$ cat config.mk
export PLATFORM = sky130hd
export DESIGN_NAME = reg_file_32
export DESIGN_NICKNAME = d
export VERILOG_FILES = /design/src/rtl/reg_file_32_pkg.sv /design/src/rtl/reg_file_read_mux.sv /design/src/rtl/reg_file_32.sv
export SDC_FILE = /design/constraint.sdc
export NUM_CORES = 2
export LEC_CHECK = 0
export ABC_CLOCK_PERIOD_IN_PS = 2600
export CORE_AREA = 10 10 326 328
export CTS_CLUSTER_SIZE = 28
export DETAILED_ROUTE_END_ITERATION = 8
export DIE_AREA = 0 0 336 338
export PLACE_DENSITY = 0.67
export SLEW_MARGIN = 25
export SYNTH_ARGS = -nofsm -noshare
export SYNTH_HDL_FRONTEND = slang
export SYNTH_SLANG_ARGS = --single-unit
$ cat constraint.sdc
create_clock -name clock -period 2.6 [get_ports clock]
set_input_delay 0.52 -clock clock [delete_from_list [all_inputs] [get_ports clock]]
set_output_delay 0.52 -clock clock [all_outputs]
set_load 0.1 [all_outputs]
$ cat src/rtl/reg_file_32_pkg.sv
// Shared constants and types for the 32 x 32-bit MIPS register file.
package reg_file_32_pkg;

   localparam int unsigned DATA_WIDTH = 32;
   localparam int unsigned ADDR_WIDTH = 5;
   localparam int unsigned NUM_REGS   = 32;
   localparam int unsigned ZERO_REG   = 0;

   typedef logic [DATA_WIDTH-1:0] word_t;
   typedef logic [ADDR_WIDTH-1:0] reg_idx_t;

endpackage

$ cat src/rtl/reg_file_read_mux.sv
// 32:1 word-wide combinational read mux; index 0 always returns zero ($zero).
module reg_file_read_mux
   import reg_file_32_pkg::*;
(
   input  word_t    regs [NUM_REGS],
   input  reg_idx_t sel,
   output word_t    data
);

   always_comb begin
      data = '0;
      if (sel != reg_idx_t'(ZERO_REG)) begin
         data = regs[sel];
      end
   end

endmodule

$ cat src/rtl/reg_file_32.sv
// Register file with one synchronous write port and two combinational read ports.
module reg_file_32
   import reg_file_32_pkg::*;
(
   input  logic     clock,
   input  logic     reset_n,
   input  logic     writeEnable,
   input  reg_idx_t writeSel,
   input  word_t    writeData,
   input  reg_idx_t readSelA,
   input  reg_idx_t readSelB,
   output word_t    readRegA,
   output word_t    readRegB
);

   word_t regs [NUM_REGS];

   // Entry 0 is never written, so it stays at its reset value of zero.
   always_ff @(posedge clock or negedge reset_n) begin
      if (!reset_n) begin
         for (int i = 0; i < int'(NUM_REGS); i++) begin
            regs[i] <= '0;
         end
      end else if (writeEnable && (writeSel != reg_idx_t'(ZERO_REG))) begin
         regs[writeSel] <= writeData;
      end
   end

   reg_file_read_mux uMuxA (
      .regs (regs),
      .sel  (readSelA),
      .data (readRegA)
   );

   reg_file_read_mux uMuxB (
      .regs (regs),
      .sel  (readSelB),
      .data (readRegB)
   );

endmodule

## Word-level counts from Yosys, hierarchy flattened

Cells that the tools add are included.

| storage, ports and cells | value |
|---|---|
| register bits | 1,024 |
| bits of input ports | 50 |
| output and inout bits | 64 |
| logic and storage cells | 55 |

| operators by class | value |
|---|---|
| $lt $le $gt $ge | 4 |
| muxes and demuxes | 11 |
| bitwise logic cells | 3 |
| reductions and logical operators | 5 |

Operator list:

| cell | number |
|---|---|
| bitwise mux 1024 bit | 1 |
| binary-select mux 32 bit (select 5 bit) | 2 |
| 2-to-1 mux 32 bit | 7 |
| demux 32 bit (select 5 bit) | 1 |
| >= comparator 6 bit (second input constant) | 3 |
| inverter 5 -> 6 bit | 3 |
| nonzero test 5 bit | 3 |
| < comparator 6 x 1 -> 1 bit (second input constant) | 1 |
| logical AND 1 bit | 2 |

## Logic depth before layout (Yosys ltp)

| depth | value |
|---|---|
| depth in word-level cells | 6 |
| depth in mapped cells | 9 |
| mapped depth without buffers | 4 |

## Modules after synthesis

From an unflattened synthesis, not the netlist that was laid out.

| unflattened totals | value |
|---|---|
| cell total of the unflattened synthesis | 3,615 |
| area, all modules | 54,808.8 um^2 |

Modules (own cells, without submodules):

| module | instances | cells an instance | area an instance (um^2) | sequential area each (um^2) |
|---|---|---|---|---|
| reg_file_32 | 1 | 2,287 | 38,072.8 | 25,624.6 |
| reg_file_read_mux | 2 | 664 | 8,368.0 | 0.0 |

## Least setup slack after synthesis

No wires, ideal clock.

| timing | value |
|---|---|
| path kind | input -> output |
| from | in readSelA[1] |
| to | out readRegA[28] |
| data arrival time | 4.074 ns |
| data required time | 2.080 ns |
| slack | -1.994 ns |
| stages on the path | 7 |
| path buffers | 3 |
| path through | buf_4 -> buf_4 -> nor2b_1 -> clkbuf_1 -> a221oi_1 -> o21ai_0 -> a311oi_1 |

| between the ends | value |
|---|---|
| cells in the longest elaborated chain, start to end | 5 |
| elaborated cells between the ends (all ways) | 6 |
| those cells by class | 4 x mux; 1 x bitwise; 1 x reduce/logical |

Ends and longest elaborated chain:

| item | line | RTL |
|---|---|---|
| start: declaration | reg_file_32.sv:10 | `input reg_idx_t readSelA,` |
| inverter 5 -> 6 bit (implied by the code) | reg_file_read_mux.sv:13 | `data = regs[sel];` |
| binary-select mux 32 bit (select 5 bit) | reg_file_read_mux.sv:13 |  |
| 2-to-1 mux 32 bit (implied by the code) (2 in series) | reg_file_read_mux.sv:13 |  |
| 2-to-1 mux 32 bit * | reg_file_read_mux.sv:12 | `if (sel != reg_idx_t'(ZERO_REG)) begin` |
| end: declaration | reg_file_32.sv:12 | `output word_t readRegA,` |

Mark *: on every way between the ends. The rest lies on a longest branch, timed or not. The select of a mux whose other input is x is not followed.

## Final worst setup path

| timing | value |
|---|---|
| from | reg regs[570] in the netlist's numbering |
| to | out readRegB[26] |

| between the ends | value |
|---|---|
| cells in the longest elaborated chain, start to end | 4 |

Ends and longest elaborated chain:

| item | line | RTL |
|---|---|---|
| start: declaration | reg_file_32.sv:16 | `word_t regs [NUM_REGS];` |
| start signal: indexed assignment | reg_file_32.sv:25 | `regs[writeSel] <= writeData;` |
| binary-select mux 32 bit (select 5 bit) | reg_file_read_mux.sv:13 |  |
| 2-to-1 mux 32 bit (implied by the code) (2 in series) | reg_file_read_mux.sv:13 |  |
| 2-to-1 mux 32 bit | reg_file_read_mux.sv:12 |  |
| end: declaration | reg_file_32.sv:13 | `output word_t readRegB` |

Every way passes these cells. The select of a mux whose other input is x is not followed.

==> impl_metrics.ini <==
[finish]
regMostFlops = regs
fin_nets = 4064
reg.largest.list = regs: 1024 flops
synthToLayoutAreaGrowth_pct = 28.1
fin_util_pct = 70.0
drive_gt1_share_pct = 63.6
largest_reg_flops = 1024
final_cell_area_um2 = 69700

[placed_design]
port_buffers = 113
dp_worst_setup_slack_ns = -0.519
placed_cell_area_um2 = 63500
place.gp.congestion = 0.904
place_hpwl_mm = 124

[drt]
post_drt_wl_per_cell_um = 36.0
first_pass_iters = 7
drc = 0
ant_nets = 0
num_vias = 38400
dr.first_iter.drc_count = 3919
routed_via_density = 7.09
wirelength_mm = 195

[synthesis]
ys_top_cells_by_area = dfrtp_1 47%, mux2_2 21%, mux4_2 19%
synth.largest_area_cell = dfrtp_1
synth_top_area_share_pct = 47.1
async_reset_ff_share_pct = 100
synthesis.nets = 3637
synth_top_flop_cell = dfrtp_1
yosysSeqAreaShare_pct = 47.1
ys_ff_latch = 1024
yosysWarnings = 0
syn_area_per_cell_um2 = 15.2
synth_area_um2 = 54400
synth_enable_flop_cells = 0
yosys.cell_types.count = 37
syn-instance-count = 3587

[clock_network]
cts_made_buffers = 110
cts.htree.levels = 3
root_buffer = clkbuf_16
cts_buffer_depth = 3
insertion_delay_ns = 0.71
cts.sinks = 1024
tritoncts = built
clk_pin_slew_ns = 0.06

[floorplanning]
die_area_um2 = 114000
core_um2 = 99600
start_util_pct = 54.6
die_h_um = 338
io_pins = 114
die_x_um = 336
rows = 116

[worst_hold_path]
min_path_type = input port to async pin

[global_route]
grt_use_met2_pct = 52.1
grtUsageMet1_pct = 44.6
grt_pass1_wl_mm = 283
antenna_found_initial = 4
grt_max_degree = 93
grt_pass1_vias = 41100
overflow = 0
grtUsageMet3_pct = 8.41
grt_use_total_pct = 34.0
busiest_layer = met2

[power_and_ir_drop]
p_leak_uw = 0.0301
p_total_uw = 52400
ir_worst_vdd_v = 0.000614
p_int_uw = 37100
pwr-share-comb_pct = 25.6
swShare_pct = 29.3
p_switching_uw = 15400
clock_power_share_pct = 33.5
power_frac_seq_pct = 40.9
p_per_area_nw_per_um2 = 753

[timing]
maxSlewHeadroom_pct = 34.3
fin_worst_skew_ns = 0
rsz0062_at_grt = true
period_needed_ns = 2.99
setup_viol = 64
worstMarginPinSlew_ns = 0.982
final_max_slew_viol_count = 0
setup_slack_ns = -0.389
fmax_ghz = 0.335
timing.final.crit_share_pct = 115
hold_viol = 0

[run]
cap_viol_max_count = 0

[critical_path]
cp.required_ns = 2.08
crit_fanout = 3
cp-end-kind = output pin
arrival_ns = 2.47
r2r_end = regs[784]
rrSetupSlack_ns = 1.58
worst-r2r-cell-count = 3
r2r_start = regs[784]
critPathKind = flip-flop to output pin
cp-start-kind = flip-flop

[outcome]
violations = negative setup slack
status = finished, violations left
[power groups by stage]
| stage | sequential (µW) | clock, µW | combinational [µW] |
|---|---|---|---|
| 2_1_floorplan | 20600 | 0 | 8930 |
| 3_3_place_gp | 21200 | 0 | 12000 |
| 3_5_place_dp | 21600 | 0 | 12400 |
| 4_1_cts | 21300 | 17700 | 13000 |
| 5_1_grt | 21700 | 18300 | 14100 |
| 6_report | 21500 | 17500 | 13400 |
[area by class of cell]
| class | count | area, µm² |
|---|---|---|
| clock buffers | 155 | 3230 |
| flip-flops and latches | 1024 | 25600 |
| multi-input cells | 2132 | 29200 |
| clock inverters | 53 | 818 |
| well taps | 1298 | 1620 |
| inverters | 2 | 22.5 |
| fillers | 6373 | 29900 |
| repair buffers | 744 | 9190 |
| diodes | 1 | 2.50 |
[worst max-delay path, stage by stage (launching register included)]
cell and delay [ns]:
dfrtp_1 0.42, buf_4 0.15, mux4_2 0.45, mux2i_1 0.15, a221o_1 0.24, a31oi_4 0.09, buf_12 0.26
[layer usage]
metal  vias to the layer above  wire length [µm]
met5                         -                49
met4                         8             11400
met3                       679             19200
met2                      2304             89500
met1                     20500             74700
li1                      14900                 -
[worst max-delay path by stage]
stage | start | endpoint | cells past startpoint
after floorplan | readSelA[1] | readRegA[18] | 7
after global placement | readSelA[1] | readRegA[3] | 8
after detailed placement | readSelA[1] | readRegA[3] | 8
after CTS | regs[570] | readRegB[26] | 6
after global routing | regs[570] | readRegB[26] | 6
final | regs[570] | readRegB[26] | 6
[timing repair]
action,4_1_cts,5_1_grt
cloned,5,6
setup endpoints to repair,64,64
hold buffers,1,0
pin swaps,65,55
hold endpoints to repair,13,0
gates resized for setup,194,99
buffers inserted,70,33
[placed cells by master (no fill, tap or decap), types with 14 or more instances in the layout]
cell and count:
a221o_1 32, bufinv_16 20, a311oi_4 32, buf_4 412
buf_6 35, buf_12 220, mux2_1 18, nand2_1 31
a221oi_2 19, a22oi_1 44, clkbuf_16 119, mux2_4 26
nor2_4 17, nand2_2 14, clkinv_2 17, o21ai_4 28
buf_16 22, dfrtp_1 1024, mux2i_1 183, nor2b_1 15
clkbuf_1 18, mux4_2 448, a22oi_2 20, mux2_2 980
o21ai_1 43, a31oi_4 32, nor2b_4 26, a221oi_1 29
clkbuf_8 24, a211oi_2 26, clkdlybuf4s50_1 35
[synth_stat cells, types with 3 or more instances]
cell,count
a311oi_1,32
mux2i_1,192
buf_4,42
mux2_1,18
nand2_1,45
buf_2,131
nor2b_1,43
buf_8,5
nand3_1,4
dfrtp_1,1024
a31oi_1,32
buf_1,13
a221oi_1,49
a211oi_1,32
clkbuf_1,231
o21ai_0,60
nor3_1,3
o2111ai_1,15
mux4_2,448
a221o_1,32
mux2_2,1006
a22oi_1,64
buf_6,6
nor2_1,21
o21ai_1,21
nand2b_1,4
[cell families (layout without fill, tap and decap cells)]
group                  count (synthesis)  count (layout)  share of synthesized area, %
muxes                               1664            1664                          43.3
DFF                                 1024            1024                          47.1
buffers and inverters                431             954                          3.78
and+or+nand+nor                      131             131                          1.20
AOI/OAI and AO/OA                    337             337                          4.58
other                                  0               1                             0
[stage by stage]
step | hold WS, ns | std cells | TNS, ns
floorplan | 0.224 | 3587 | -16.81
global placement | 0.376 | 5118 | -41.20
detailed placement | 0.382 | 5118 | -57.42
CTS | 0.335 | 5382 | -18.77
global route | 0.365 | 5408 | -20.18
finish | 0.355 | 5409 | -17.56
No activity file was read; power rests on OpenSTA's default activity.
